<file path="src/rtl/spad_pkg.sv">
// Helpers shared by the RF scratchpad streaming controllers.
package spad_pkg;

  // Width able to hold 0..size+1 (array entries plus the RF output register).
  function automatic int unsigned lvl_width(input int unsigned size);
    return $clog2(size + 2);
  endfunction

  // Circular pointer increment for a depth that need not be a power of two.
  function automatic int unsigned ptr_inc(input int unsigned ptr, input int unsigned size);
    return (ptr == size - 1) ? 0 : ptr + 1;
  endfunction

endpackage

</file>
<file path="src/rtl/spad_stream_ctrl_if.sv">
// Producer/consumer stream bundle for spad_stream_ctrl.
interface spad_stream_ctrl_if
  import spad_pkg::*;
#(
  parameter int unsigned WIDTH = 4,
  parameter int unsigned SIZE  = 4
) ();
  localparam int unsigned LVL_WIDTH = lvl_width(SIZE);

  logic                 clr;
  logic                 in_valid;
  logic [WIDTH-1:0]     in_data;
  logic                 in_ready;
  logic                 out_valid;
  logic [WIDTH-1:0]     out_data;
  logic                 out_ready;
  logic [LVL_WIDTH-1:0] level;

  modport master (
    output clr, in_valid, in_data, out_ready,
    input  in_ready, out_valid, out_data, level
  );

  modport slave (
    input  clr, in_valid, in_data, out_ready,
    output in_ready, out_valid, out_data, level
  );
endinterface

</file>
<file path="src/rtl/spad_stream_ctrl_rf.sv">
// RF scratchpad: one write port, one registered read port; dout holds when ren=0.
module spad_stream_ctrl_rf #(
  parameter int unsigned WIDTH      = 4,
  parameter int unsigned SIZE       = 4,
  parameter int unsigned ADDR_WIDTH = $clog2(SIZE)
) (
  input  logic                  clk,
  input  logic                  i_ren,
  input  logic [ADDR_WIDTH-1:0] i_raddr,
  input  logic                  i_wen,
  input  logic [ADDR_WIDTH-1:0] i_waddr,
  input  logic [WIDTH-1:0]      i_din,
  output logic [WIDTH-1:0]      o_dout
);
  logic [WIDTH-1:0] r_mem [SIZE];
  logic [WIDTH-1:0] r_dout;

  // Storage is deliberately not reset; validity is tracked by the controller.
  always_ff @(posedge clk) begin
    if (i_wen) r_mem[i_waddr] <= i_din;
    if (i_ren) r_dout <= r_mem[i_raddr];
  end

  assign o_dout = r_dout;
endmodule

</file>
<file path="src/rtl/spad_stream_ctrl.sv">
// Drives one RF scratchpad as a circular FIFO, hiding its 1-cycle read latency.
module spad_stream_ctrl
  import spad_pkg::*;
#(
  parameter int unsigned WIDTH      = 4,
  parameter int unsigned SIZE       = 4,
  parameter int unsigned ADDR_WIDTH = $clog2(SIZE),
  parameter int unsigned LVL_WIDTH  = lvl_width(SIZE)
) (
  input logic              clk,
  input logic              rst,
  spad_stream_ctrl_if.slave bus
);
  localparam logic [LVL_WIDTH-1:0] CNT_FULL = LVL_WIDTH'(SIZE);

  logic [ADDR_WIDTH-1:0] r_wr_ptr, w_wr_ptr_nxt;
  logic [ADDR_WIDTH-1:0] r_rd_ptr, w_rd_ptr_nxt;
  logic [LVL_WIDTH-1:0]  r_cnt, w_cnt_nxt;
  logic                  r_out_valid, w_out_valid_nxt;
  logic                  w_push, w_pop, w_rd_issue, w_wen, w_ren;

  assign bus.in_ready = (r_cnt != CNT_FULL);
  assign w_push       = bus.in_valid && bus.in_ready;
  assign w_pop        = r_out_valid && bus.out_ready;
  // Refill the output register whenever it is empty or being drained this cycle.
  assign w_rd_issue   = (r_cnt != '0) && (!r_out_valid || bus.out_ready);
  assign w_wen        = w_push && !bus.clr;
  assign w_ren        = w_rd_issue && !bus.clr;

  always_comb begin
    w_wr_ptr_nxt    = r_wr_ptr;
    w_rd_ptr_nxt    = r_rd_ptr;
    w_cnt_nxt       = r_cnt;
    w_out_valid_nxt = r_out_valid;
    if (bus.clr) begin
      w_wr_ptr_nxt    = '0;
      w_rd_ptr_nxt    = '0;
      w_cnt_nxt       = '0;
      w_out_valid_nxt = 1'b0;
    end else begin
      if (w_push) w_wr_ptr_nxt = ADDR_WIDTH'(ptr_inc(32'(r_wr_ptr), SIZE));
      if (w_rd_issue) w_rd_ptr_nxt = ADDR_WIDTH'(ptr_inc(32'(r_rd_ptr), SIZE));
      w_cnt_nxt = r_cnt + LVL_WIDTH'(w_push) - LVL_WIDTH'(w_rd_issue);
      if (w_rd_issue) begin
        w_out_valid_nxt = 1'b1;
      end else if (w_pop) begin
        w_out_valid_nxt = 1'b0;
      end
    end
  end

  always_ff @(posedge clk or posedge rst) begin
    if (rst) begin
      r_wr_ptr    <= '0;
      r_rd_ptr    <= '0;
      r_cnt       <= '0;
      r_out_valid <= 1'b0;
    end else begin
      r_wr_ptr    <= w_wr_ptr_nxt;
      r_rd_ptr    <= w_rd_ptr_nxt;
      r_cnt       <= w_cnt_nxt;
      r_out_valid <= w_out_valid_nxt;
    end
  end

  assign bus.out_valid = r_out_valid;
  assign bus.level     = r_cnt + LVL_WIDTH'(r_out_valid);

  spad_stream_ctrl_rf #(
    .WIDTH      (WIDTH),
    .SIZE       (SIZE),
    .ADDR_WIDTH (ADDR_WIDTH)
  ) u_rf (
    .clk     (clk),
    .i_ren   (w_ren),
    .i_raddr (r_rd_ptr),
    .i_wen   (w_wen),
    .i_waddr (r_wr_ptr),
    .i_din   (bus.in_data),
    .o_dout  (bus.out_data)
  );
endmodule
</file>
<file path="src/flat_wrapper.sv">
// flat-port wrapper written by rule: the top's interface ports become plain ports
module spad_stream_ctrl_flat import spad_pkg::*;
#(
  parameter int unsigned WIDTH      = 4,
  parameter int unsigned SIZE       = 4,
  parameter int unsigned ADDR_WIDTH = $clog2(SIZE),
  parameter int unsigned LVL_WIDTH  = lvl_width(SIZE)
)
  (clk, rst, bus_clr, bus_in_valid, bus_in_data, bus_out_ready, bus_in_ready, bus_out_valid, bus_out_data, bus_level);
  spad_stream_ctrl_if #(.WIDTH(WIDTH), .SIZE(SIZE)) bus_i ();
  input logic clk;
  input logic rst;
  input wire logic [$bits(bus_i.clr)-1:0] bus_clr;
  input wire logic [$bits(bus_i.in_valid)-1:0] bus_in_valid;
  input wire logic [$bits(bus_i.in_data)-1:0] bus_in_data;
  input wire logic [$bits(bus_i.out_ready)-1:0] bus_out_ready;
  output wire logic [$bits(bus_i.in_ready)-1:0] bus_in_ready;
  output wire logic [$bits(bus_i.out_valid)-1:0] bus_out_valid;
  output wire logic [$bits(bus_i.out_data)-1:0] bus_out_data;
  output wire logic [$bits(bus_i.level)-1:0] bus_level;
  assign bus_i.clr = bus_clr;
  assign bus_i.in_valid = bus_in_valid;
  assign bus_i.in_data = bus_in_data;
  assign bus_i.out_ready = bus_out_ready;
  assign bus_in_ready = bus_i.in_ready;
  assign bus_out_valid = bus_i.out_valid;
  assign bus_out_data = bus_i.out_data;
  assign bus_level = bus_i.level;
  spad_stream_ctrl #(.WIDTH(WIDTH), .SIZE(SIZE), .ADDR_WIDTH(ADDR_WIDTH), .LVL_WIDTH(LVL_WIDTH)) u_core (.clk(clk), .rst(rst), .bus(bus_i));
endmodule
</file>
<file path="config.mk">
export PLATFORM = sky130hd
export DESIGN_NAME = spad_stream_ctrl_flat
export DESIGN_NICKNAME = d
export VERILOG_FILES = /design/src/rtl/spad_pkg.sv /design/src/rtl/spad_stream_ctrl_if.sv /design/src/rtl/spad_stream_ctrl_rf.sv /design/src/rtl/spad_stream_ctrl.sv /design/src/flat_wrapper.sv
export SDC_FILE = /design/constraint.sdc
export NUM_CORES = 1
export LEC_CHECK = 0
export CORE_MARGIN = 5
export CORE_UTILIZATION = 52
export CTS_CLUSTER_DIAMETER = 40
export CTS_CLUSTER_SIZE = 8
export DETAILED_ROUTE_END_ITERATION = 10
export GPL_ROUTABILITY_DRIVEN = 1
export GPL_TIMING_DRIVEN = 0
export PLACE_DENSITY = 0.79
export SKIP_LAST_GASP = 1
export SYNTH_ARGS = -nofsm -noshare
export SYNTH_HDL_FRONTEND = slang
export SYNTH_SLANG_ARGS = --single-unit
</file>
<file path="constraint.sdc">
create_clock -name clk -period 2.6 [get_ports clk]
set_input_delay 0.65 -clock clk [delete_from_list [all_inputs] [get_ports clk]]
set_output_delay 0.65 -clock clk [all_outputs]
set_load 0.02 [all_outputs]
</file>
==> results.md, run 1 <==
- Status: finished clean
- Worst Path Required: 1.95 ns
- Crit Path Category: flop to output port
- Fin crit period: 2.499 ns
- Via count: 710
- Clk root buf: clkbuf_4
- Clock buffer depth: 2
- Fmax: 0.4001 GHz
- Post-synth top area cell: edfxtp_1
- GRT overflow: 0
- Site row count: 17
- Routability cong.: 0.7620
- Setup slack at placement: 0.05896 ns
- Vias/cell: 5.379
- DRC: 0
- Syn Std Cell Area: 0.001262 mm^2
- Hold Path Class: input port to async pin
- Antenna viol nets, final: 0
- MaxCap Viol Count: 0
- Clock transition at path regs: 0.14 ns
- Global-route usage over all layers: 13.70%
- Post-Syn Nets: 101
- Wirelength per Cell: 15.86 um
- H-Tree Depth: 1
- Top cell type's share of synthesized area: 47.57%
- Pwr/cell area: 922.2 mW/mm^2
- Post-Syn Instances: 83
- RR Endpoint: u_core.r_cnt[1]
- Setup bufs post-CTS: 0
- Mean Syn Cell Area: 15.21 um^2
- Core area: 0.002255 mm^2
- Slack of the critical path: 0.1008 ns
- Reg2reg path depth: 7
- Tcrit/Tclk final: 96.12%
- Crit path DAT: 1.85 ns
- Clock Latency Late Sink: 0.32 ns
- Vias in the first global route: 716
- I/O pin total: 18
- CP most frequent cell: ha_1
- Antenna fix cells: 0
- Pwr Total: 1385 uW
- Relative slew slack: 67.95%
- Clock sinks: 28
- Die height: 59.27 um
- Pin count of the biggest net entering global routing: 16
- Post-DP HPWL: 1653 um
- Sequential area share after synthesis: 63.43%
- Worst-Margin Slew: 0.4807 ns
- Initial Util: 55.99%
- Max incr delay on CP: 0.59 ns
- # nets final: 123
- Post-Route WL: 2094 um
- Crit path launch type: flop
- WHS: 0.5566 ns
- Top post-synthesis cells by area: edfxtp_1, dfrtp_1, ha_1, mux4_2, and2_1
- Hold Fails Final Rpt: 0
- Ys Warns: 0
- Final setup viols: 0
- Setup slack, reg-to-reg: 0.53 ns
- RSZ-0062 raised after global routing: no
- Initial DRC count: 5
- Clk_skew: 0.002290 ns
- Multi-input gate area: 427.9 um^2
- Crit path from: u_core.r_cnt[0]
- DIE WIDTH: 59.27 um
- Most frequent cells in the layout: edfxtp_1, clkdlybuf4s50_1, ha_1
- Syn-to-layout area delta: 18.93%
- Layout cells sized above 1: 13.46%
- Commonest non-fill, non-tap cell in the layout: edfxtp_1
- First-pass iteration count of the detailed router: 4
- Post-route insts no fill: 132
- VDD IR max: 0.5879 mV
- P_leak: 0.0005836 uW
- DIE AREA: 0.003513 mm^2
- RR Startpoint: u_core.r_cnt[0]
- Unique masters post-synth: 26
- Slowest CP cell: clkdlybuf4s50_1
- Initial antenna violation count: 0
- Register area: 803.3 um^2
- Critical Path Fanout Max: 7
- Inserted Clock Buffers: 3
- Crit. End Element: output port
- #FFs+latches synth: 28
- Number of buffers added on ports: 17
- Crit-path cells: ha_1, ha_1, clkdlybuf4s50_1
- First-pass GRT wire length: 3505 um
- TritonCTS clock tree: done
- Inst Count DP: 128
- Fin. max-slew vios: 0
- Setup TNS Final: 0 ns
- FILL cells: 184
==> stage by stage <==
step | util [%] | cell area, um^2
global route | 66.59 | 1501
detailed placement | 65.09 | 1468
floorplan | - | 1262
CTS | 66.26 | 1494
finish | 66.59 | 1501
global placement | 65.09 | 1468
==> critical path: cells and delay by family (launching register included) <==
family                     cells  cell delay (ns)
DFF                            1             0.47
adders and majority gates      2             0.47
buffers and inverters          1             0.59
==> layer usage <==
metal	global-route usage, %	vias up	share of wire, %
met5	0	-	0
met4	3.883	0	1.2
met3	2.614	4	2.9
met2	23.09	11	53
met1	17.92	350	43
li1	-	345	-
==> worst max-delay path by stage <==
stage | endpoint | slack (ns)
2_1_floorplan | u_core.r_cnt[2] | 0.72
3_5_place_dp | u_core.r_cnt[2] | 0.06
3_3_place_gp | u_core.r_cnt[2] | 0.1
5_1_grt | bus_level[1] | 0.03
6_report | bus_level[1] | 0.10
4_1_cts | bus_level[2] | 0.009
==> synthesized netlist by cell type <==
| master | count |
|---|---|
| o21ai_0 | 3 |
| nand2_1 | 2 |
| inv_1 | 4 |
| buf_6 | 1 |
| or4_1 | 1 |
| nor2b_1 | 2 |
| and2_4 | 1 |
| fa_1 | 1 |
| or3_2 | 1 |
| mux4_2 | 4 |
| edfxtp_1 | 20 |
| xnor2_1 | 1 |
| nand2b_1 | 1 |
| or3b_1 | 1 |
| and3b_4 | 1 |
| nand3_1 | 3 |
| xor2_1 | 2 |
| a21o_1 | 1 |
| nor3_1 | 2 |
| and2_1 | 4 |
| ha_1 | 8 |
| nor2_1 | 4 |
| clkbuf_1 | 2 |
| o31ai_2 | 1 |
| dfrtp_1 | 8 |
| a21oi_1 | 4 |
==> state kept, by name, indices dropped and copies added (netlist names) <==
| signal | cells |
|---|---|
| u_core.u_rf.o_dout | 4 |
| u_core.r_rd_ptr | 2 |
| u_core.r_cnt | 3 |
| u_core.u_rf.r_mem | 16 |
| u_core.r_wr_ptr | 2 |
| u_core.bus.out_valid | 1 |
==> kinds of logic (layout without fill, tap and decap cells) <==
group | Yosys count | count (layout) | synth area share (%)
mux | 4 | 4 | 7.136
fa+ha+maj | 9 | 9 | 9.515
flops | 28 | 28 | 63.43
xor+xnor | 3 | 3 | 2.082
compound gates | 9 | 9 | 4.361
simple gates | 23 | 23 | 10.80
buf+inv | 7 | 28 | 2.676
==> cell type report <==
| type | count | share of cell area [%] |
|---|---|---|
| flip-flops and latches | 28 | 53.50 |
| multi-input cells | 48 | 28.50 |
| repair buffers | 17 | 11.67 |
| well taps | 28 | 2.333 |
| clock buffers | 3 | 1.500 |
| plain buffers | 3 | 1.250 |
| inverters | 4 | 1.000 |
| clock inverters | 1 | 0.2500 |
==> timing repair <==
action	4_1_cts	5_1_grt
resized for setup	0	4
endpoints found under the hold margin	0	0
hold buffers	0	0
setup endpoints to repair	0	2
==> power by group <==
group / total [uW] / switching (uW) / internal [uW]
registers: 643 / 70.2 / 572
clock network: 178 / 122 / 56.3
logic: 564 / 282 / 282
total: 1380 / 474 / 911
Power figures use the tool's default switching activity.
==> run 2, diff against run 1 <==
--- a/config.mk
+++ b/config.mk
@@ -10,7 +10,7 @@
 export CTS_CLUSTER_DIAMETER = 40
 export CTS_CLUSTER_SIZE = 8
 export DETAILED_ROUTE_END_ITERATION = 10
-export GPL_ROUTABILITY_DRIVEN = 1
+export GPL_ROUTABILITY_DRIVEN = 0
 export GPL_TIMING_DRIVEN = 0
 export PLACE_DENSITY = 0.79
 export SKIP_LAST_GASP = 1
==> results of run 2 <==
Final layout, timing and power as in run 1 (identical DEF).
==> run 3, diff against run 2 <==
--- a/config.mk
+++ b/config.mk
@@ -5,6 +5,7 @@
 export SDC_FILE = /design/constraint.sdc
 export NUM_CORES = 1
 export LEC_CHECK = 0
+export CAP_MARGIN = 15
 export CORE_MARGIN = 5
 export CORE_UTILIZATION = 52
 export CTS_CLUSTER_DIAMETER = 40
@@ -12,8 +13,8 @@
 export DETAILED_ROUTE_END_ITERATION = 10
 export GPL_ROUTABILITY_DRIVEN = 0
 export GPL_TIMING_DRIVEN = 0
+export HOLD_SLACK_MARGIN = 0.03
 export PLACE_DENSITY = 0.79
-export SKIP_LAST_GASP = 1
 export SYNTH_ARGS = -nofsm -noshare
 export SYNTH_HDL_FRONTEND = slang
 export SYNTH_SLANG_ARGS = --single-unit
==> results of run 3 <==
Final layout, timing and power as in run 1 (identical DEF).
